## config.mk

```make
export PLATFORM = sky130hd
export DESIGN_NAME = mips_fetch_decode_flat
export DESIGN_NICKNAME = d
export VERILOG_FILES = /design/src/rtl/mips_pkg.sv /design/src/rtl/mips_fetch_decode_if.sv /design/src/rtl/mips_decoder.sv /design/src/rtl/mips_fetch_decode.sv /design/src/flat_wrapper.sv
export SDC_FILE = /design/constraint.sdc
export NUM_CORES = 1
export LEC_CHECK = 0
export ABC_CLOCK_PERIOD_IN_PS = 3200
export BUFFER_PORTS_ARGS = -buffer_cell sky130_fd_sc_hd__buf_2
export CORE_UTILIZATION = 47
export DETAILED_ROUTE_END_ITERATION = 7
export PLACE_DENSITY = 0.83
export RECOVER_POWER = 50
export REMOVE_ABC_BUFFERS = 1
export SLEW_MARGIN = 0
export SYNTH_ARGS = -nofsm -noshare
export SYNTH_HDL_FRONTEND = slang
export SYNTH_SLANG_ARGS = --single-unit
export TNS_END_PERCENT = 100
```

## constraint.sdc

```tcl
create_clock -name clock -period 3.2 [get_ports clock]
set_input_delay 0.48 -clock clock [delete_from_list [all_inputs] [get_ports clock]]
set_output_delay 0.48 -clock clock [all_outputs]
set_load 0.02 [all_outputs]
```

## src/rtl/mips_pkg.sv

```systemverilog
// Shared MIPS-I front-end definitions: encodings, decoded-op codes, instruction classes and
// the decoded-instruction record passed from the decoder to the output registers.
package mips_pkg;

  localparam logic [31:0] START_ADDRESS_DEFAULT = 32'h8002_0000;
  localparam logic [1:0]  ACC_WORD              = 2'b00;

  localparam logic [5:0] OPC_SPECIAL = 6'h00, OPC_REGIMM = 6'h01, OPC_J     = 6'h02,
                         OPC_JAL     = 6'h03, OPC_BEQ    = 6'h04, OPC_BNE   = 6'h05,
                         OPC_BLEZ    = 6'h06, OPC_BGTZ   = 6'h07, OPC_ADDI  = 6'h08,
                         OPC_ADDIU   = 6'h09, OPC_SLTI   = 6'h0a, OPC_SLTIU = 6'h0b,
                         OPC_ANDI    = 6'h0c, OPC_ORI    = 6'h0d, OPC_XORI  = 6'h0e,
                         OPC_LUI     = 6'h0f, OPC_LB     = 6'h20, OPC_LH    = 6'h21,
                         OPC_LW      = 6'h23, OPC_LBU    = 6'h24, OPC_LHU   = 6'h25,
                         OPC_SB      = 6'h28, OPC_SH     = 6'h29, OPC_SW    = 6'h2b;

  localparam logic [5:0] FN_SLL  = 6'h00, FN_SRL  = 6'h02, FN_SRA   = 6'h03, FN_SLLV  = 6'h04,
                         FN_SRLV = 6'h06, FN_SRAV = 6'h07, FN_JR    = 6'h08, FN_JALR  = 6'h09,
                         FN_MFHI = 6'h10, FN_MFLO = 6'h12, FN_MULT  = 6'h18, FN_MULTU = 6'h19,
                         FN_DIV  = 6'h1a, FN_DIVU = 6'h1b, FN_ADD   = 6'h20, FN_ADDU  = 6'h21,
                         FN_SUB  = 6'h22, FN_SUBU = 6'h23, FN_AND   = 6'h24, FN_OR    = 6'h25,
                         FN_XOR  = 6'h26, FN_NOR  = 6'h27, FN_SLT   = 6'h2a, FN_SLTU  = 6'h2b;

  localparam logic [4:0] RT_BLTZ = 5'd0, RT_BGEZ = 5'd1;

  localparam logic [1:0] CLASS_R = 2'd0, CLASS_I = 2'd1, CLASS_J = 2'd2, CLASS_ILL = 2'd3;

  // OP_NOP must stay at code 0 so a cleared decode record reads as a NOP.
  typedef enum logic [5:0] {
    OP_NOP, OP_ILLEGAL,
    OP_SLL, OP_SRL, OP_SRA, OP_SLLV, OP_SRLV, OP_SRAV, OP_JR, OP_JALR, OP_MFHI, OP_MFLO,
    OP_MULT, OP_MULTU, OP_DIV, OP_DIVU, OP_ADD, OP_ADDU, OP_SUB, OP_SUBU, OP_AND, OP_OR,
    OP_XOR, OP_NOR, OP_SLT, OP_SLTU,
    OP_BLTZ, OP_BGEZ,
    OP_BEQ, OP_BNE, OP_BLEZ, OP_BGTZ, OP_ADDI, OP_ADDIU, OP_SLTI, OP_SLTIU, OP_ANDI, OP_ORI,
    OP_XORI, OP_LUI, OP_LB, OP_LH, OP_LW, OP_LBU, OP_LHU, OP_SB, OP_SH, OP_SW,
    OP_J, OP_JAL
  } op_e;

  typedef struct packed {
    logic [5:0]  opcode;
    logic [4:0]  rs;
    logic [4:0]  rt;
    logic [4:0]  rd;
    logic [4:0]  shamt;
    logic [5:0]  funct;
    logic [31:0] imm_ext;
    logic [31:0] br_target;
    logic [31:0] jmp_target;
    op_e         op;
    logic [1:0]  insn_class;
    logic        illegal;
  } dec_t;

endpackage

```

## src/rtl/mips_fetch_decode_if.sv

```systemverilog
// Memory-side fetch/instruction bus plus the decoded-instruction outputs of the front end.
interface mips_fetch_decode_if;
  import mips_pkg::*;

  logic [31:0] pc_out;
  logic        rw;
  logic [1:0]  acc_size_out;
  logic [31:0] insn;
  logic [31:0] pc_in;
  logic        valid_insn;

  logic        dec_valid;
  logic [31:0] dec_pc;
  logic [5:0]  opcode;
  logic [4:0]  rs, rt, rd, shamt;
  logic [5:0]  funct;
  logic [31:0] imm_ext, br_target, jmp_target;
  op_e         op;
  logic [1:0]  insn_class;
  logic        illegal;

  modport master (
    output pc_out, rw, acc_size_out,
    input  insn, pc_in, valid_insn,
    output dec_valid, dec_pc, opcode, rs, rt, rd, shamt, funct, imm_ext, br_target, jmp_target,
    output op, insn_class, illegal
  );

  modport slave (
    input  pc_out, rw, acc_size_out,
    output insn, pc_in, valid_insn,
    input  dec_valid, dec_pc, opcode, rs, rt, rd, shamt, funct, imm_ext, br_target, jmp_target,
    input  op, insn_class, illegal
  );
endinterface

```

## src/rtl/mips_decoder.sv

```systemverilog
// Combinational MIPS-I decoder: splits an instruction word into fields, classifies it and
// computes branch/jump targets relative to the PC it was fetched from.
module mips_decoder
  import mips_pkg::*;
(
  input  logic [31:0] insn,
  input  logic [31:0] pc,
  output dec_t        dec
);

  logic [31:0] sext_imm;
  logic [31:0] pc_plus4;
  op_e         op;

  assign sext_imm = {{16{insn[15]}}, insn[15:0]};
  assign pc_plus4 = pc + 32'd4;

  always_comb begin
    op = OP_ILLEGAL;
    if (insn == 32'd0) begin
      op = OP_NOP;
    end else begin
      case (insn[31:26])
        OPC_SPECIAL: begin
          case (insn[5:0])
            FN_SLL:  op = OP_SLL;   FN_SRL:   op = OP_SRL;   FN_SRA:  op = OP_SRA;
            FN_SLLV: op = OP_SLLV;  FN_SRLV:  op = OP_SRLV;  FN_SRAV: op = OP_SRAV;
            FN_JR:   op = OP_JR;    FN_JALR:  op = OP_JALR;  FN_MFHI: op = OP_MFHI;
            FN_MFLO: op = OP_MFLO;  FN_MULT:  op = OP_MULT;  FN_MULTU: op = OP_MULTU;
            FN_DIV:  op = OP_DIV;   FN_DIVU:  op = OP_DIVU;  FN_ADD:  op = OP_ADD;
            FN_ADDU: op = OP_ADDU;  FN_SUB:   op = OP_SUB;   FN_SUBU: op = OP_SUBU;
            FN_AND:  op = OP_AND;   FN_OR:    op = OP_OR;    FN_XOR:  op = OP_XOR;
            FN_NOR:  op = OP_NOR;   FN_SLT:   op = OP_SLT;   FN_SLTU: op = OP_SLTU;
            default: op = OP_ILLEGAL;
          endcase
        end
        OPC_REGIMM: begin
          case (insn[20:16])
            RT_BLTZ: op = OP_BLTZ;
            RT_BGEZ: op = OP_BGEZ;
            default: op = OP_ILLEGAL;
          endcase
        end
        OPC_J:    op = OP_J;     OPC_JAL:   op = OP_JAL;   OPC_BEQ:  op = OP_BEQ;
        OPC_BNE:  op = OP_BNE;   OPC_BLEZ:  op = OP_BLEZ;  OPC_BGTZ: op = OP_BGTZ;
        OPC_ADDI: op = OP_ADDI;  OPC_ADDIU: op = OP_ADDIU; OPC_SLTI: op = OP_SLTI;
        OPC_SLTIU: op = OP_SLTIU; OPC_ANDI: op = OP_ANDI;  OPC_ORI:  op = OP_ORI;
        OPC_XORI: op = OP_XORI;  OPC_LUI:   op = OP_LUI;   OPC_LB:   op = OP_LB;
        OPC_LH:   op = OP_LH;    OPC_LW:    op = OP_LW;    OPC_LBU:  op = OP_LBU;
        OPC_LHU:  op = OP_LHU;   OPC_SB:    op = OP_SB;    OPC_SH:   op = OP_SH;
        OPC_SW:   op = OP_SW;
        default:  op = OP_ILLEGAL;
      endcase
    end
  end

  always_comb begin
    dec            = '0;
    dec.opcode     = insn[31:26];
    dec.rs         = insn[25:21];
    dec.rt         = insn[20:16];
    dec.rd         = insn[15:11];
    dec.shamt      = insn[10:6];
    dec.funct      = insn[5:0];
    dec.op         = op;
    dec.illegal    = (op == OP_ILLEGAL);
    if (dec.illegal)                       dec.insn_class = CLASS_ILL;
    else if (insn[31:26] == OPC_SPECIAL)   dec.insn_class = CLASS_R;
    else if (op == OP_J || op == OP_JAL)   dec.insn_class = CLASS_J;
    else                                   dec.insn_class = CLASS_I;
    // Logical immediates are zero-extended; everything else sign-extends.
    if (insn[31:26] == OPC_ANDI || insn[31:26] == OPC_ORI || insn[31:26] == OPC_XORI) begin
      dec.imm_ext = {16'h0000, insn[15:0]};
    end else begin
      dec.imm_ext = sext_imm;
    end
    dec.br_target  = pc_plus4 + {sext_imm[29:0], 2'b00};
    dec.jmp_target = {pc_plus4[31:28], insn[25:0], 2'b00};
  end

endmodule

```

## src/rtl/mips_fetch_decode.sv

```systemverilog
// MIPS-I front end: word-read PC generator and a registered one-stage instruction decoder.
module mips_fetch_decode
  import mips_pkg::*;
#(
  parameter logic [31:0] START_ADDRESS = START_ADDRESS_DEFAULT
) (
  input logic                 clock,
  input logic                 reset,
  input logic                 stall,
  mips_fetch_decode_if.master bus
);

  logic [31:0] pc_q;
  logic        dec_valid_q;
  logic [31:0] dec_pc_q;
  dec_t        dec_d, dec_q;

  mips_decoder u_decoder (
    .insn (bus.insn),
    .pc   (bus.pc_in),
    .dec  (dec_d)
  );

  always_ff @(posedge clock) begin
    if (reset) begin
      pc_q <= START_ADDRESS;
    end else if (!stall) begin
      pc_q <= pc_q + 32'd4;
    end
  end

  // Fields hold their last decoded values while no new instruction arrives.
  always_ff @(posedge clock) begin
    if (reset) begin
      dec_valid_q <= 1'b0;
      dec_pc_q    <= '0;
      dec_q       <= '0;
    end else begin
      dec_valid_q <= bus.valid_insn;
      if (bus.valid_insn) begin
        dec_pc_q <= bus.pc_in;
        dec_q    <= dec_d;
      end
    end
  end

  assign bus.pc_out       = pc_q;
  assign bus.rw           = 1'b0;
  assign bus.acc_size_out = ACC_WORD;

  assign bus.dec_valid  = dec_valid_q;
  assign bus.dec_pc     = dec_pc_q;
  assign bus.opcode     = dec_q.opcode;
  assign bus.rs         = dec_q.rs;
  assign bus.rt         = dec_q.rt;
  assign bus.rd         = dec_q.rd;
  assign bus.shamt      = dec_q.shamt;
  assign bus.funct      = dec_q.funct;
  assign bus.imm_ext    = dec_q.imm_ext;
  assign bus.br_target  = dec_q.br_target;
  assign bus.jmp_target = dec_q.jmp_target;
  assign bus.op         = dec_q.op;
  assign bus.insn_class = dec_q.insn_class;
  assign bus.illegal    = dec_q.illegal;

endmodule

```

## src/flat_wrapper.sv

```systemverilog
// flat-port wrapper written by rule: the top's interface ports become plain ports
module mips_fetch_decode_flat import mips_pkg::*;
#(
  parameter logic [31:0] START_ADDRESS = START_ADDRESS_DEFAULT
)
  (clock, reset, stall, bus_pc_out, bus_rw, bus_acc_size_out, bus_insn, bus_pc_in, bus_valid_insn, bus_dec_valid, bus_dec_pc, bus_opcode, bus_rs, bus_rt, bus_rd, bus_shamt, bus_funct, bus_imm_ext, bus_br_target, bus_jmp_target, bus_op, bus_insn_class, bus_illegal);
  mips_fetch_decode_if bus_i ();
  input logic clock;
  input logic reset;
  input logic stall;
  output wire logic [$bits(bus_i.pc_out)-1:0] bus_pc_out;
  output wire logic [$bits(bus_i.rw)-1:0] bus_rw;
  output wire logic [$bits(bus_i.acc_size_out)-1:0] bus_acc_size_out;
  input wire logic [$bits(bus_i.insn)-1:0] bus_insn;
  input wire logic [$bits(bus_i.pc_in)-1:0] bus_pc_in;
  input wire logic [$bits(bus_i.valid_insn)-1:0] bus_valid_insn;
  output wire logic [$bits(bus_i.dec_valid)-1:0] bus_dec_valid;
  output wire logic [$bits(bus_i.dec_pc)-1:0] bus_dec_pc;
  output wire logic [$bits(bus_i.opcode)-1:0] bus_opcode;
  output wire logic [$bits(bus_i.rs)-1:0] bus_rs;
  output wire logic [$bits(bus_i.rt)-1:0] bus_rt;
  output wire logic [$bits(bus_i.rd)-1:0] bus_rd;
  output wire logic [$bits(bus_i.shamt)-1:0] bus_shamt;
  output wire logic [$bits(bus_i.funct)-1:0] bus_funct;
  output wire logic [$bits(bus_i.imm_ext)-1:0] bus_imm_ext;
  output wire logic [$bits(bus_i.br_target)-1:0] bus_br_target;
  output wire logic [$bits(bus_i.jmp_target)-1:0] bus_jmp_target;
  output wire logic [$bits(bus_i.op)-1:0] bus_op;
  output wire logic [$bits(bus_i.insn_class)-1:0] bus_insn_class;
  output wire logic [$bits(bus_i.illegal)-1:0] bus_illegal;
  assign bus_pc_out = bus_i.pc_out;
  assign bus_rw = bus_i.rw;
  assign bus_acc_size_out = bus_i.acc_size_out;
  assign bus_i.insn = bus_insn;
  assign bus_i.pc_in = bus_pc_in;
  assign bus_i.valid_insn = bus_valid_insn;
  assign bus_dec_valid = bus_i.dec_valid;
  assign bus_dec_pc = bus_i.dec_pc;
  assign bus_opcode = bus_i.opcode;
  assign bus_rs = bus_i.rs;
  assign bus_rt = bus_i.rt;
  assign bus_rd = bus_i.rd;
  assign bus_shamt = bus_i.shamt;
  assign bus_funct = bus_i.funct;
  assign bus_imm_ext = bus_i.imm_ext;
  assign bus_br_target = bus_i.br_target;
  assign bus_jmp_target = bus_i.jmp_target;
  assign bus_op = bus_i.op;
  assign bus_insn_class = bus_i.insn_class;
  assign bus_illegal = bus_i.illegal;
  mips_fetch_decode #(.START_ADDRESS(START_ADDRESS)) u_core (.clock(clock), .reset(reset), .stall(stall), .bus(bus_i));
endmodule
```

==> results, run 1 <==
- The post-synthesis cell area is 8260 sq um.
- The mean instance size in the synthesized netlist is 8.52 sq um.
- The class of the tightest hold or removal check is in -> reg.
- After the last flow step, the layout net total stands at 1,357.
- The checks that failed: max-capacitance violations, max-slew violations.
- The detailed-placement wirelength estimate is 16,700 um.
- Headroom to the max-slew limit came out at -49.7%.
- The number of instances in the synthesized netlist is 969.
- Registers take 2780 sq um.
- After synthesis, the largest area contributor takes up 33.7% of total cell area.
- In this run, the number of DRC markers left after iteration 0 of detailed routing was 302.
- The fraction of power consumed by combinational cells is 23.5%.
- Clock tree synthesis inserted a total of 17 buffers.
- The post-layout instance area is 10,700 sq um.
- The setup path with the least slack is of type in -> reg.
- The worst reg-to-reg path cell count is 8.
- In this run the remaining antenna-violating nets after routing total 0.
- The number of I/O pins is 273.
- The worst setup path is captured at a flip-flop.
- Synthesis inferred 139 register bits.
- The die is 135 um tall.
- The all-layer global routing usage is 24.4%.
- The synthesized design contains 0 enable-type register cells.
- The congestion estimate from routability-driven global placement came to 0.858.
- By instance count, the cell type seen most on the critical path is sky130_fd_sc_hd__and3_4.
- The count of final max-slew check failures is 52.
- The total area of multi-input combinational cells is 4920 sq um.
- The largest voltage drop on the vdd net is 0.000390 V.
- The kind of cell with the highest combined delay along the critical path is simple AND/OR/NAND/NOR gates.
- The first detailed-routing pass took 5 iterations.
- For this run, the slowest stage of the critical path takes 0.46 ns.
- At the worst endpoint, the required time is 3.56 ns.
- The arrival time at the worst endpoint is 3.51 ns.
- The number of cells on the worst hold path is 3.
- The number of buffer and inverter stages on the critical path is 1.
- Summed over all instances, the cell type with the most area after synthesis is sky130_fd_sc_hd__dfxtp_1.
- The run finished, with violations left.
- Entering global routing, the biggest net connects 58 pins.
- In this run the tool buffered the top-level ports with 265 buffer cells.
- The slew at the pin with the worst max-slew slack is 2.24 ns.
- The share of final-layout standard cells stronger than drive strength 1 is 27.1%.
- The first global-routing pass estimated 35,400 um of wire.
- The clock network fraction of design power is 39.9%.
- The switching power of the nets is 1600 uW.
- The most used flip-flop cell after synthesis is sky130_fd_sc_hd__dfxtp_1.
- The library cell used most frequently in the layout, excluding fill and tap cells, is sky130_fd_sc_hd__buf_2.
- The highest clock frequency the design can meet is 317 MHz.
- The critical path crosses 14 cells after its start point.
- The setup total negative slack is 0 ns.
- The total placed instance area is 9990 sq um.
- The Yosys step of the flow raised 0 warnings.
- The tree is rooted in a sky130_fd_sc_hd__clkbuf_16.
- For this block, the routed nets add up to 22,700 um of wire.
- By area the synthesized netlist is led by sky130_fd_sc_hd__dfxtp_1, sky130_fd_sc_hd__mux2i_1, sky130_fd_sc_hd__nor2_1.
- Dividing the detail-routed wire length by the instance count gives 15.2 um.
- The startpoint type of the worst setup path is a primary input.
- The area of the core is 17,200 sq um.
- The max-cap check violation count is 1.
- After detailed routing, the number of remaining DRC violations is 0.
- The count of different cell masters after synthesis is 72.
- The starting density of the core is 47.9%.
- The number of global-route vias before repair is 7,193.
- The end-of-flow core utilization is 61.9%.
- Traced cell by cell, the critical path runs through buf_2 -> and4_4 -> and3_4 -> nand2_4 -> xnor2_2 -> ha_1 -> and3_4 -> a221o_1 -> o31a_1 -> o21ai_2 -> a21oi_4 -> o2bb2ai_4 -> or4_1 -> nand3_1.
- The initial antenna violation count is 1.
- After layout, the worst path uses 98.5% of the clock period.
- Setup violations remaining at the end of the flow were counted as 0.
- The largest fanout of any net on the critical path is 5.
- At the later pin of the worst-skew pair, clock insertion delay measures 0.42 ns.
- The die footprint is 18,100 sq um.
- TritonCTS built the clock tree.
- In this run the static leakage power is 0.00494 uW.
- Leaving out fill and tap cells, the most frequent cells in the layout are sky130_fd_sc_hd__buf_2, sky130_fd_sc_hd__nor2_1, sky130_fd_sc_hd__dfxtp_1, sky130_fd_sc_hd__clkbuf_1, sky130_fd_sc_hd__buf_4.
- The slowest stage of the critical path belongs to the cell sky130_fd_sc_hd__or4_1.
- The cell-internal power is 3610 uW.
- The tree built by TritonCTS fans out to 139 sinks.
- Dividing the detail-routed via count by the number of cells gives 5.31.
- The worst clock skew is 0.00378 ns.
- The global route total overflow is 0.
- The layout-stage area growth over the synthesis result is 29.3%.
- The via count of the routed design is 7,927.
- Subtracting the final worst setup slack from the clock period gives 3.15 ns.
- Sequential elements use 33.7% of the synthesized area.
- The initialized floorplan defines 48 standard-cell rows.
- The switching power as a share of total power is 30.7%.
- The number of failing hold endpoints at the final stage is 0.
- Of the total power, registers draw 36.6%.
- The floorplan die width is 135 um.
- The number of fill cells is 1,519.
- The H-tree was split into 4 levels.
- The async set or reset register ratio after synthesis is 0%.
- In this run the power density over the cells is 487 nW/um^2.
- The clock slew seen by the registers of the worst setup and hold paths is 0.06 ns.
- The longest clock path from root to sink contains 2 buffers.
-- area by class of cell --
cell class	instances	area share, %
Tap cell	225	2.64
Inverter	14	0.492
Clock buffer	19	4.24
Multi-Input combinational cell	711	46.1
Sequential cell	139	26.1
Timing Repair Buffer	372	18.9
Antenna cell	1	0.0234
Clock inverter	13	1.55
-- path summary, 6_finish.rpt --
path                                startpoint                               endpoint  slack, ns
min                               bus_pc_in[1]      u_core.bus.dec_pc[1]$_SDFFE_PP0P_       0.30
max                               bus_pc_in[5]  u_core.bus.br_target[29]$_SDFFE_PP0P_       0.05
min reg2reg    u_core.bus.illegal$_SDFFE_PP0P_        u_core.bus.illegal$_SDFFE_PP0P_       0.45
max reg2reg  u_core.bus.pc_out[4]$_SDFFE_PP0N_     u_core.bus.pc_out[29]$_SDFFE_PP0N_       0.93
-- layer usage --
| metal | wire, um | global-route usage (%) | vias to the layer above |
|---|---|---|---|
| met1 | 9820 | 30.0 | 3744 |
| li1 | - | - | 3910 |
| met3 | 1370 | 6.42 | 26 |
| met5 | 0 | 0 | - |
| met4 | 322 | 7.18 | 0 |
| met2 | 11200 | 41.9 | 247 |
-- worst register-to-register path: stages, from the launching register on --
cell and delay, ns:
sky130_fd_sc_hd__dfxtp_1 0.42, sky130_fd_sc_hd__and4b_1 0.28, sky130_fd_sc_hd__and4_1 0.26, sky130_fd_sc_hd__nor2b_1 0.15, sky130_fd_sc_hd__buf_4 0.15, sky130_fd_sc_hd__nand3_1 0.17, sky130_fd_sc_hd__or2_1 0.31, sky130_fd_sc_hd__or3_1 0.31
sky130_fd_sc_hd__a21oi_1 0.14
-- kinds of logic after synthesis --
kind of cell | after synthesis | synth area share (%)
adder cells (fa/ha/maj) | 34 | 5.24
XOR/XNOR | 72 | 7.64
other | 1 | 0.0454
AND/OR/NAND/NOR | 351 | 21.1
buffers and inverters | 125 | 8.78
AO/OA/AOI/OAI | 157 | 12.6
flip-flops | 139 | 33.7
multiplexers | 90 | 10.9
-- registers in the layout, summed over array words and instances (netlist names) --
register	cells
u_core.bus.illegal	1
u_core.bus.pc_out	30
u_core.bus.dec_valid	1
u_core.bus.br_target	30
u_core.bus.insn_class	2
u_core.bus.jmp_target	6
u_core.bus.dec_pc	32
u_core.bus.rs	4
u_core.bus.imm_ext	17
u_core.bus.rt	4
u_core.bus.opcode	6
u_core.bus.op	6
-- Yosys cell counts (4+ instances only) --
library cell                 n
sky130_fd_sc_hd__or3_1       8
sky130_fd_sc_hd__nand4b_1    4
sky130_fd_sc_hd__nor2_1    152
sky130_fd_sc_hd__nand3_1    28
sky130_fd_sc_hd__xor2_1     33
sky130_fd_sc_hd__a211oi_1    8
sky130_fd_sc_hd__o211ai_1    8
sky130_fd_sc_hd__a31o_2      5
sky130_fd_sc_hd__buf_4      66
sky130_fd_sc_hd__clkbuf_1   33
sky130_fd_sc_hd__a21oi_1    42
sky130_fd_sc_hd__nand2b_1   18
sky130_fd_sc_hd__buf_1      11
sky130_fd_sc_hd__and4_1      5
sky130_fd_sc_hd__a21o_1     16
sky130_fd_sc_hd__nor4_1      6
sky130_fd_sc_hd__o21bai_1    5
sky130_fd_sc_hd__dfxtp_1   139
sky130_fd_sc_hd__inv_1      14
sky130_fd_sc_hd__a311oi_1    4
sky130_fd_sc_hd__nor3b_1     8
sky130_fd_sc_hd__and2_1      4
sky130_fd_sc_hd__ha_1       33
sky130_fd_sc_hd__mux2i_1    88
sky130_fd_sc_hd__o21a_1      5
sky130_fd_sc_hd__xnor2_1    39
sky130_fd_sc_hd__nand2_1    51
sky130_fd_sc_hd__nor2b_1     6
sky130_fd_sc_hd__and3_1     16
sky130_fd_sc_hd__o21ai_0    27
sky130_fd_sc_hd__a31oi_1     5
sky130_fd_sc_hd__nand4_1    13
sky130_fd_sc_hd__nor3_1      9
-- through the flow --
step / power, uW / hold WS, ns / instances / worst slack (ns)
detailed placement: 3140 / 0.440 / 1455 / -0.417
floorplan: 2600 / 0.519 / 864 / -0.159
finish: 5200 / 0.296 / 1494 / 0.0490
global route: 5440 / 0.291 / 1493 / -0.0801
global placement: 3110 / 0.432 / 1455 / -0.357
CTS: 5230 / 0.283 / 1487 / 0.0188
-- repair_timing --
item	in CTS	in global routing
hold buffers	0	0
gates resized for setup	0	32
buffers inserted	0	6
endpoints found under the setup margin	0	6
-- power groups by stage --
| stage | combinational (uW) | sequential, uW | clock (uW) |
|---|---|---|---|
| 2_1_floorplan | 483 | 2120 | 0 |
| 3_3_place_gp | 1180 | 1930 | 0 |
| 4_1_cts | 1210 | 1900 | 2120 |
| 6_report | 1220 | 1900 | 2080 |
| 5_1_grt | 1330 | 1920 | 2200 |
| 3_5_place_dp | 1200 | 1940 | 0 |
Power figures use the tool's default switching activity.
==> run 2, diff against run 1 <==
--- a/config.mk
+++ b/config.mk
@@ -7,7 +7,7 @@
 export LEC_CHECK = 0
 export ABC_CLOCK_PERIOD_IN_PS = 3200
 export BUFFER_PORTS_ARGS = -buffer_cell sky130_fd_sc_hd__buf_2
-export CORE_UTILIZATION = 47
+export CORE_UTILIZATION = 49
 export DETAILED_ROUTE_END_ITERATION = 7
 export PLACE_DENSITY = 0.83
 export RECOVER_POWER = 50
@@ -15,5 +15,6 @@
 export SLEW_MARGIN = 0
 export SYNTH_ARGS = -nofsm -noshare
 export SYNTH_HDL_FRONTEND = slang
+export SYNTH_HIERARCHICAL = 1
 export SYNTH_SLANG_ARGS = --single-unit
 export TNS_END_PERCENT = 100
==> run 2 against run 1 <==
The flow finishes with violations (negative setup slack); clock power up 11%; final cell count grew 15%; sequential power rose by 43%; global-route usage is 0.28 points lower; combinational power grew 19%; synthesized cell count grew 22%; total power up 24%; register-to-register slack better by 0.27 ns; critical endpoint is now u_core/bus.br_target[30]$_SDFFE_PP0P_.
==> results, run 2 <==
- The largest area contributor in the netlist is sky130_fd_sc_hd__dfxtp_1 (unchanged).
- The count of flip-flops with a built-in enable after synthesis was 0 (unchanged).
- The maximum number of pins on one net before global-route repair is 88 (was 58).
- The number of global-route vias before repair is 8,658 (was 7,193).
- The buffer depth of the longest clock path is 2 (unchanged).
- The end-of-flow core utilization was 62.7% (was 61.9%).
- The detailed-placement wirelength estimate is 20,400 um (was 16,700 um).
- The multiplexer share of the synthesized area came to 16.3% (was 10.9%).
- The number of I/O pins was 273 (unchanged).
- The combinational family with the most area after synthesis is simple AND/OR/NAND/NOR gates (unchanged).
- Most frequent cells in the layout: sky130_fd_sc_hd__buf_2, sky130_fd_sc_hd__nor2_1, sky130_fd_sc_hd__dfxtp_1, sky130_fd_sc_hd__mux2i_1, sky130_fd_sc_hd__buf_4 (was sky130_fd_sc_hd__buf_2, sky130_fd_sc_hd__nor2_1, sky130_fd_sc_hd__dfxtp_1, sky130_fd_sc_hd__clkbuf_1, sky130_fd_sc_hd__buf_4).
- The largest fanout of any net on the critical path is 4 (was 5).
- The floorplan die width came to 149 um (was 135 um).
- The clock slew seen by the registers of the worst setup and hold paths is 0.08 ns (was 0.06 ns).
- The arrival time at the worst endpoint was 3.84 ns (was 3.51 ns).
- The floorplan die height was 149 um (was 135 um).
- The total area of multi-input combinational cells is 5900 sq um (was 4920 sq um).
- The final cell count without fillers is 1,719 (was 1,494).
- The number of core rows is 53 (was 48).
- The count of final max-slew check failures is 0 (was 52).
- The predominant post-synthesis flop cell is sky130_fd_sc_hd__dfxtp_1 (unchanged).
- The post-layout instance area is 13,300 sq um (was 10,700 sq um).
- The worst hold slack after final layout is 0.311 ns (was 0.296 ns).
- The number of instances in the synthesized netlist was 1,179 (was 969).
- The critical path data required time was 3.57 ns (was 3.56 ns).
- The share of the cycle needed by the critical path after routing is 109% (was 98.5%).
- The final layout net count is 1,531 (was 1,357).
- The global route total overflow is 0 (unchanged).
- The critical path class is in -> reg (unchanged).
- The average detailed-routed wire length per instance is 16.7 um (was 15.2 um).
- The initial antenna violation count is 3 (was 1).
- The routability-driven placement congestion ratio came to 0.933 (was 0.858).
- The number of failing hold endpoints at the final stage is 0 (unchanged).
- The largest voltage drop on the vdd net is 0.000341 V (was 0.000390 V).
- The mean instance size in the synthesized netlist was 9.03 sq um (was 8.52 sq um).
- The capturing point of the worst reg2reg path is u_core/bus.pc_out[28]$_SDFFE_PP0N_ (was u_core.bus.pc_out[29]$_SDFFE_PP0N_).
- The count of different cell masters after synthesis was 73 (was 72).
- The number of nets with antenna violations after detailed routing came to 0 (unchanged).
- Failing checks: negative setup slack (was max-capacitance violations, max-slew violations).
- The CTS tree was built (unchanged).
- The slew at the pin with the worst max-slew slack came to 0.900 ns (was 2.24 ns).
- The shortest clock period the worst path allows after layout came to 3.47 ns (was 3.15 ns).
- The class of the tightest hold or removal check was in -> reg (unchanged).
- The arithmetic-cell share of the synthesized area counting full adders, half adders and majority gates was 4.06% (was 5.24%).
- The worst reg-to-reg path cell count is 4 (was 8).
- The number of fill cells is 1,695 (was 1,519).
- The initial DRC count is 403 (was 302).
- The complex-gate fraction of the synthesized area is 9.36% (was 12.6%).
- The number of port buffers is 267 (was 265).
- The total number of yosys warnings is 6 (was 0).
- The number of buffers created by CTS is 17 (unchanged).
- The part of the Yosys area used for sequential elements came to 37.6% (was 33.7%).
- The highest clock frequency the design can meet is 288 MHz (was 317 MHz).
- The first-pass GRT wire length was 42,700 um (was 35,400 um).
- The number of cells on the worst hold path was 3 (unchanged).
- The startpoint type of the worst setup path was a primary input (unchanged).
- The area share of the largest cell type after synthesis is 37.6% (was 33.7%).
- The post-synthesis cell area is 10,700 sq um (was 8260 sq um).
- The average via count per standard cell came to 5.42 (was 5.31).
- The post-placement cell count was 1,675 (was 1,455).
- The tightest slew margin relative to the limit is 40.0% (was -49.7%).
- The most frequent standard cell in the layout excluding fill and tap cells is sky130_fd_sc_hd__buf_2 (unchanged).
- The total placed instance area is 12,200 sq um (was 9990 sq um).
- The leakage power total is 0.00651 uW (was 0.00494 uW).
- Top cells by area in the synthesized netlist: sky130_fd_sc_hd__dfxtp_1, sky130_fd_sc_hd__mux2i_1, sky130_fd_sc_hd__nor2_1 (unchanged).
- The library cell used as clock root buffer is sky130_fd_sc_hd__clkbuf_16 (unchanged).
- The number of remaining DRC errors was 0 (unchanged).
- The power per cell area is 489 nW/um^2 (was 487 nW/um^2).
- The endpoint kind of the worst setup timing path is a flip-flop (unchanged).
- The first-pass iteration count of the detailed router is 5 (unchanged).
- The post-synthesis register bit count is 200 (was 139).
- The die footprint came to 22,300 sq um (was 18,100 sq um).
- The max-cap check violation count came to 0 (was 1).
- The layout-stage area growth over the synthesis result is 24.4% (was 29.3%).
- The number of setup violations in the final report is 5 (was 0).
- The starting density of the core is 50.4% (was 47.9%).
- Setup repair after global routing could not meet its margin everywhere.
- The hold buffer count at cts came to 0 (unchanged).
- The setup slack on the worst flop-to-flop path is 1.20 ns (was 0.93 ns).
- The share of final-layout standard cells stronger than drive strength 1 came to 33.9% (was 27.1%).
- The area of the core is 21,200 sq um (was 17,200 sq um).
- The source of the worst register-to-register timing path is u_core/bus.pc_out[5]$_SDFFE_PP0N_ (was u_core.bus.pc_out[4]$_SDFFE_PP0N_).
- The setup total negative slack is -1.17 ns (was 0 ns).
- The worst-skew pair later-pin latency is 0.43 ns (was 0.42 ns).
- The most frequently used cell type in the post-synthesis netlist is sky130_fd_sc_hd__nor2_1 (unchanged).
- The via count of the routed design is 9,322 (was 7,927).
- The all-layer global routing usage came to 24.2% (was 24.4%).
- The post-detailed-routing wire length is 28,600 um (was 22,700 um).
- The number of levels the H-tree was split into came to 4 (unchanged).
- Post-synth top cells: sky130_fd_sc_hd__nor2_1, sky130_fd_sc_hd__dfxtp_1, sky130_fd_sc_hd__mux2i_1, sky130_fd_sc_hd__buf_4, sky130_fd_sc_hd__a21oi_1 (was sky130_fd_sc_hd__nor2_1, sky130_fd_sc_hd__dfxtp_1, sky130_fd_sc_hd__mux2i_1, sky130_fd_sc_hd__buf_4, sky130_fd_sc_hd__nand2_1).
- The clock net sink count is 200 (was 139).
- The launch point of the worst hold path is bus_pc_in[0] (was bus_pc_in[1]).
- The synthesized-area fraction occupied by xor and xnor cells came to 5.18% (was 7.64%).
- The sequential cell area in the final layout was 4000 sq um (was 2780 sq um).
- The async set or reset register ratio after synthesis came to 0% (unchanged).
- The simple-gate area share of the yosys netlist is 17.1% (was 21.1%).
- Run status: finished, violations left (unchanged).
- The worst clock skew is 0.0117 ns (was 0.00378 ns).
- The setup slack after layout was -0.275 ns (was 0.0490 ns).
- The destination of the worst hold path is u_core/bus.br_target[0]$_SDFFE_PP0P_ (was u_core.bus.dec_pc[1]$_SDFFE_PP0P_).
==> run 2: changes by cell type in the layout (fill, tap and decap cells not counted), sizes merged, moves of 8 or more <==
cell,change
nand2b,-14
nand2,-12
xor2,-11
or4,+8
nor3b,-8
buf,+119
clkbuf,-108
nor2,+56
mux2i,+84
dfxtp,+61
o31ai,+12
==> run 2: layout make-up <==
type / instances / area share (%)
Antenna cell: 2 / 0.0378
Clock buffer: 18 / 3.31
Clock inverter: 14 / 1.43
Inverter: 19 / 0.548
Multi-Input combinational cell: 808 / 44.5
Sequential cell: 200 / 30.2
Tap cell: 275 / 2.60
Timing Repair Buffer: 383 / 17.4
==> run 2: metrics by stage <==
stage | total power [uW] | setup WS [ns]
finish | 6480 | -0.275
global route | 6740 | -0.415
CTS | 6460 | -0.154
detailed placement | 4120 | -0.999
global placement | 4080 | -0.840
floorplan | 3500 | -0.471
==> run 2: worst max path at each step <==
| stage | from | endpoint | slack, ns |
|---|---|---|---|
| floorplan | bus_pc_in[4] | u_core/bus.br_target[30]$_SDFFE_PP0P_ | -0.47 |
| global placement | bus_pc_in[4] | u_core/bus.br_target[30]$_SDFFE_PP0P_ | -0.84 |
| detailed placement | bus_pc_in[6] | u_core/bus.br_target[30]$_SDFFE_PP0P_ | -1.0 |
| CTS | bus_pc_in[4] | u_core/bus.br_target[30]$_SDFFE_PP0P_ | -0.15 |
| global route | bus_pc_in[4] | u_core/bus.br_target[30]$_SDFFE_PP0P_ | -0.41 |
| finish | bus_pc_in[4] | u_core/bus.br_target[30]$_SDFFE_PP0P_ | -0.27 |
==> run 2: logic make-up after synthesis <==
kind of cell	Yosys count
AND/OR/NAND/NOR	378
AO/OA/AOI/OAI	153
multiplexers	173
other	2
XOR/XNOR	63
buffers and inverters	176
flip-flops	200
adder cells (fa/ha/maj)	34
==> run 2: worst max-delay path, cell delays in order <==
cell                      delay [ns]
sky130_fd_sc_hd__buf_6          0.07
sky130_fd_sc_hd__and3_4         0.18
sky130_fd_sc_hd__buf_4          0.11
sky130_fd_sc_hd__and3_4         0.22
sky130_fd_sc_hd__nand2_1        0.10
sky130_fd_sc_hd__nor2_2         0.16
sky130_fd_sc_hd__nand3_1        0.14
sky130_fd_sc_hd__xnor2_1        0.15
sky130_fd_sc_hd__ha_1           0.33
sky130_fd_sc_hd__and3_4         0.20
sky130_fd_sc_hd__and2_4         0.14
sky130_fd_sc_hd__a221o_1        0.33
sky130_fd_sc_hd__a221o_1        0.42
sky130_fd_sc_hd__a41oi_2        0.26
sky130_fd_sc_hd__a21oi_2        0.09
sky130_fd_sc_hd__nor2_1         0.14
sky130_fd_sc_hd__xnor2_1        0.14
sky130_fd_sc_hd__mux2i_1        0.09
sky130_fd_sc_hd__nor2_1         0.10
==> run 2: timing repair <==
| action | CTS | global route |
|---|---|---|
| setup buffers | 5 | 6 |
| gates resized for setup | 24 | 49 |
| setup endpoints to repair | 8 | 10 |
| pin swaps | 19 | 43 |
==> run 2: per-layer routing <==
layer  global-route usage (%)  wire length, um  vias to the layer above
met1                     28.1            11500                     4416
met2                     41.9            14400                      330
met3                     5.24             1880                       70
met4                     11.7              883                        2
met5                        0                8                        -
li1                         -                -                     4504
==> run 2: report_power, final <==
| group | total [uW] | internal [uW] | switching (uW) |
|---|---|---|---|
| Combinational | 1450 | 616 | 837 |
| Sequential | 2710 | 2640 | 74.4 |
| Clock | 2310 | 1280 | 1030 |
| Total | 6480 | 4540 | 1940 |
==> run 3, diff against run 2 <==
--- a/config.mk
+++ b/config.mk
@@ -6,9 +6,9 @@
 export NUM_CORES = 1
 export LEC_CHECK = 0
 export ABC_CLOCK_PERIOD_IN_PS = 3200
-export BUFFER_PORTS_ARGS = -buffer_cell sky130_fd_sc_hd__buf_2
-export CORE_UTILIZATION = 49
+export CORE_UTILIZATION = 59
 export DETAILED_ROUTE_END_ITERATION = 7
+export DONT_BUFFER_PORTS = 1
 export PLACE_DENSITY = 0.83
 export RECOVER_POWER = 50
 export REMOVE_ABC_BUFFERS = 1
==> run 3 against run 2 <==
The flow still finishes with violations (negative setup slack); wire length down 11%; clock-buffer cell count decreased by 1; via count is 12% lower; sequential power grew 8.5%; highest routed layer is now met4.
==> results, run 3 (same netlist as run 2, synthesis figures left out) <==
- Run status: finished, violations left (unchanged).
- Failing checks: negative setup slack (unchanged).
- The sequential fraction of design power came to 48.5% (was 41.9%).
- The number of global-route vias before repair is 7,699 (was 8,658).
- The clock network fraction of design power is 38.0% (was 35.7%).
- The critical path class was in -> reg (unchanged).
- The max-cap check violation count is 0 (unchanged).
- The source of the worst register-to-register timing path is u_core/bus.pc_out[5]$_SDFFE_PP0N_ (unchanged).
- The endpoint kind of the worst setup timing path is a flip-flop (unchanged).
- The die footprint is 18,600 sq um (was 22,300 sq um).
- The post-layout instance area came to 11,500 sq um (was 13,300 sq um).
- The post-detailed-routing wire length is 25,600 um (was 28,600 um).
- The number of failing hold endpoints at the final stage was 0 (unchanged).
- The all-layer global routing usage is 26.2% (was 24.2%).
- The destination of the worst hold path was u_core/bus.imm_ext[14]$_SDFFE_PP0P_ (was u_core/bus.br_target[0]$_SDFFE_PP0P_).
- The initial DRC count is 482 (was 403).
- The critical path data required time was 3.57 ns (about the same).
- The startpoint type of the worst setup path was a primary input (unchanged).
- The shortest clock period the worst path allows after layout came to 3.34 ns (was 3.47 ns).
- The detailed-placement wirelength estimate is 17,300 um (was 20,400 um).
- The antenna diode instance count is 0 (was 2).
- The CTS tree is built (unchanged).
- The floorplan die height is 136 um (was 149 um).
- The launch point of the worst hold path was reset (was bus_pc_in[0]).
- The layout-stage area growth over the synthesis result came to 7.83% (was 24.4%).
- The fraction of power consumed by combinational cells was 13.6% (was 22.4%).
- The leakage power total was 0.00504 uW (was 0.00651 uW).
- The number of cells on the worst hold path is 1 (was 3).
- The number of levels the H-tree was split into came to 4 (unchanged).
- The number of remaining DRC errors came to 0 (unchanged).
- The largest voltage drop on the vdd net is 0.000370 V (was 0.000341 V).
- The capturing point of the worst reg2reg path is u_core/bus.pc_out[28]$_SDFFE_PP0N_ (unchanged).
- The count of final max-slew check failures is 0 (unchanged).
- The setup slack on the worst flop-to-flop path is 1.10 ns (was 1.20 ns).
- The starting density of the core is 60.9% (was 50.4%).
- The highest clock frequency the design can meet came to 299 MHz (was 288 MHz).
- The switching power of the nets is 1710 uW (was 1940 uW).
- The number of buffers created by CTS is 17 (unchanged).
- The most frequent standard cell in the layout excluding fill and tap cells is sky130_fd_sc_hd__nor2_1 (was sky130_fd_sc_hd__buf_2).
- The number of core rows is 48 (was 53).
- The worst clock skew was 0.00712 ns (was 0.0117 ns).
- The slew at the pin with the worst max-slew slack came to 0.808 ns (was 0.900 ns).
- The class of the tightest hold or removal check is in -> reg (unchanged).
- The first-pass iteration count of the detailed router is 7 (was 5).
- The average via count per standard cell is 5.96 (was 5.42).
- The tightest slew margin relative to the limit is 46.2% (was 40.0%).
- Most frequent cells in the layout: sky130_fd_sc_hd__nor2_1, sky130_fd_sc_hd__dfxtp_1, sky130_fd_sc_hd__mux2i_1, sky130_fd_sc_hd__buf_4, sky130_fd_sc_hd__a21oi_1 (was sky130_fd_sc_hd__buf_2, sky130_fd_sc_hd__nor2_1, sky130_fd_sc_hd__dfxtp_1, sky130_fd_sc_hd__mux2i_1, sky130_fd_sc_hd__buf_4).
- The switching power as a share of total power came to 28.2% (was 30.0%).
- The clock slew seen by the registers of the worst setup and hold paths is 0.07 ns (was 0.08 ns).
- The arrival time at the worst endpoint came to 3.71 ns (was 3.84 ns).
- The area of the core is 17,500 sq um (was 21,200 sq um).
- The average detailed-routed wire length per instance was 18.5 um (was 16.7 um).
- The number of nets with antenna violations after detailed routing came to 0 (unchanged).
- The initial antenna violation count was 0 (was 3).
- The total power is 6060 uW (was 6480 uW).
- The maximum number of pins on one net before global-route repair is 202 (was 88).
- The library cell used as clock root buffer is sky130_fd_sc_hd__clkbuf_16 (unchanged).
- The number of port buffers was 0 (was 267).
- The largest fanout of any net on the critical path is 5 (was 4).
- The floorplan die width came to 136 um (was 149 um).
- The critical path startpoint is bus_pc_in[4] (unchanged).
- The number of setup violations in the final report is 5 (unchanged).
- Setup repair after global routing missed its margin: true (unchanged).
- The worst-case setup slack after placement is -0.745 ns (was -0.999 ns).
- The buffer depth of the longest clock path is 2 (unchanged).
- The share of final-layout standard cells stronger than drive strength 1 was 16.2% (was 33.9%).
- The number of I/O pins came to 273 (unchanged).
- The routability-driven placement congestion ratio is 0.870 (was 0.933).
- The clock net sink count is 200 (unchanged).
- The global route total overflow is 0 (unchanged).
- The share of the cycle needed by the critical path after routing is 105% (was 109%).
- The total placed instance area came to 10,500 sq um (was 12,200 sq um).
- The final layout net count is 1,246 (was 1,531).
- The hold buffer count at cts is 0 (unchanged).
- The cell-internal power is 4350 uW (was 4540 uW).
- The first-pass GRT wire length is 38,400 um (was 42,700 um).
- The worst-skew pair later-pin latency is 0.43 ns (about the same).
- The power per cell area is 528 nW/um^2 (was 489 nW/um^2).
- The setup slack after layout is -0.144 ns (was -0.275 ns).
- The worst reg-to-reg path cell count is 4 (unchanged).
- The via count of the routed design is 8,240 (was 9,322).
## run 3: cell types whose count changed in the layout (fill, tap and decap cells not counted), moves of 3 or more
cell                      previous run  this run
sky130_fd_sc_hd__xnor2_1            34        37
sky130_fd_sc_hd__buf_6               7         4
sky130_fd_sc_hd__buf_2             262         0
sky130_fd_sc_hd__buf_12              4         0
sky130_fd_sc_hd__buf_4             109        93
sky130_fd_sc_hd__and3_1              8        11
## run 3: metrics by stage
step / util (%) / hold WS [ns] / setup TNS (ns) / std cells
floorplan: - / 0.549 / -1.59 / 1027
global placement: 60.0 / 0.572 / -3.44 / 1328
detailed placement: 60.0 / 0.574 / -4.66 / 1328
CTS: 64.7 / 0.110 / -0.0643 / 1374
global route: 65.7 / 0.0995 / -0.972 / 1382
finish: 65.7 / 0.138 / -0.418 / 1382
## run 3: worst max path at each step
stage / endpoint / cells after the start
final: u_core/bus.br_target[30]$_SDFFE_PP0P_ / 19
after global routing: u_core/bus.br_target[31]$_SDFFE_PP0P_ / 19
after CTS: u_core/bus.br_target[30]$_SDFFE_PP0P_ / 19
after detailed placement: u_core/bus.br_target[30]$_SDFFE_PP0P_ / 19
after global placement: u_core/bus.br_target[30]$_SDFFE_PP0P_ / 19
after floorplan: u_core/bus.br_target[30]$_SDFFE_PP0P_ / 19
## run 3: repair_timing
item,in CTS,in global routing
gates cloned,0,0
resized for setup,15,28
setup buffers,14,9
endpoints found under the setup margin,5,10
pin swaps,17,39
## run 3: final cells by class
class                      instances  area [sq um]
inverter                          19          72.6
fill                            1356          5990
clock buffer                      17           425
tap                              225           282
multi-input combinational        808          5750
timing repair buffer              98           747
sequential                       200          4000
clock inverter                    15           210
## run 3: layer usage
layer / wire length [um] / share of wire (%) / track usage [%] / up-vias
li1: - / - / - / 3924
met1: 10300 / 40 / 30.3 / 3920
met2: 12600 / 49 / 43.9 / 342
met3: 1940 / 7.6 / 7.27 / 54
met4: 789 / 3.1 / 13.6 / 0
met5: 0 / 0 / 0 / -
## run 3: power groups by stage
| stage | combinational, uW | sequential (uW) | clock (uW) |
|---|---|---|---|
| floorplan | 551 | 2950 | 0 |
| global placement | 718 | 2990 | 0 |
| detailed placement | 753 | 3000 | 0 |
| CTS | 768 | 2940 | 2340 |
| global route | 901 | 2960 | 2440 |
| finish | 824 | 2940 | 2300 |
## run 3: critical path: stages
cell and delay, ns:
sky130_fd_sc_hd__and3_4 0.18, sky130_fd_sc_hd__and3_4 0.18, sky130_fd_sc_hd__and2_4 0.15, sky130_fd_sc_hd__nand4_1 0.13, sky130_fd_sc_hd__inv_2 0.09, sky130_fd_sc_hd__and2_4 0.17
sky130_fd_sc_hd__buf_6 0.11, sky130_fd_sc_hd__xor2_4 0.19, sky130_fd_sc_hd__ha_4 0.23, sky130_fd_sc_hd__and3_4 0.17, sky130_fd_sc_hd__and2_4 0.13, sky130_fd_sc_hd__a221o_1 0.33
sky130_fd_sc_hd__a221o_1 0.43, sky130_fd_sc_hd__a41oi_2 0.22, sky130_fd_sc_hd__a21oi_1 0.09, sky130_fd_sc_hd__nor2_1 0.11, sky130_fd_sc_hd__xnor2_1 0.12, sky130_fd_sc_hd__mux2i_1 0.09
sky130_fd_sc_hd__nor2_1 0.09
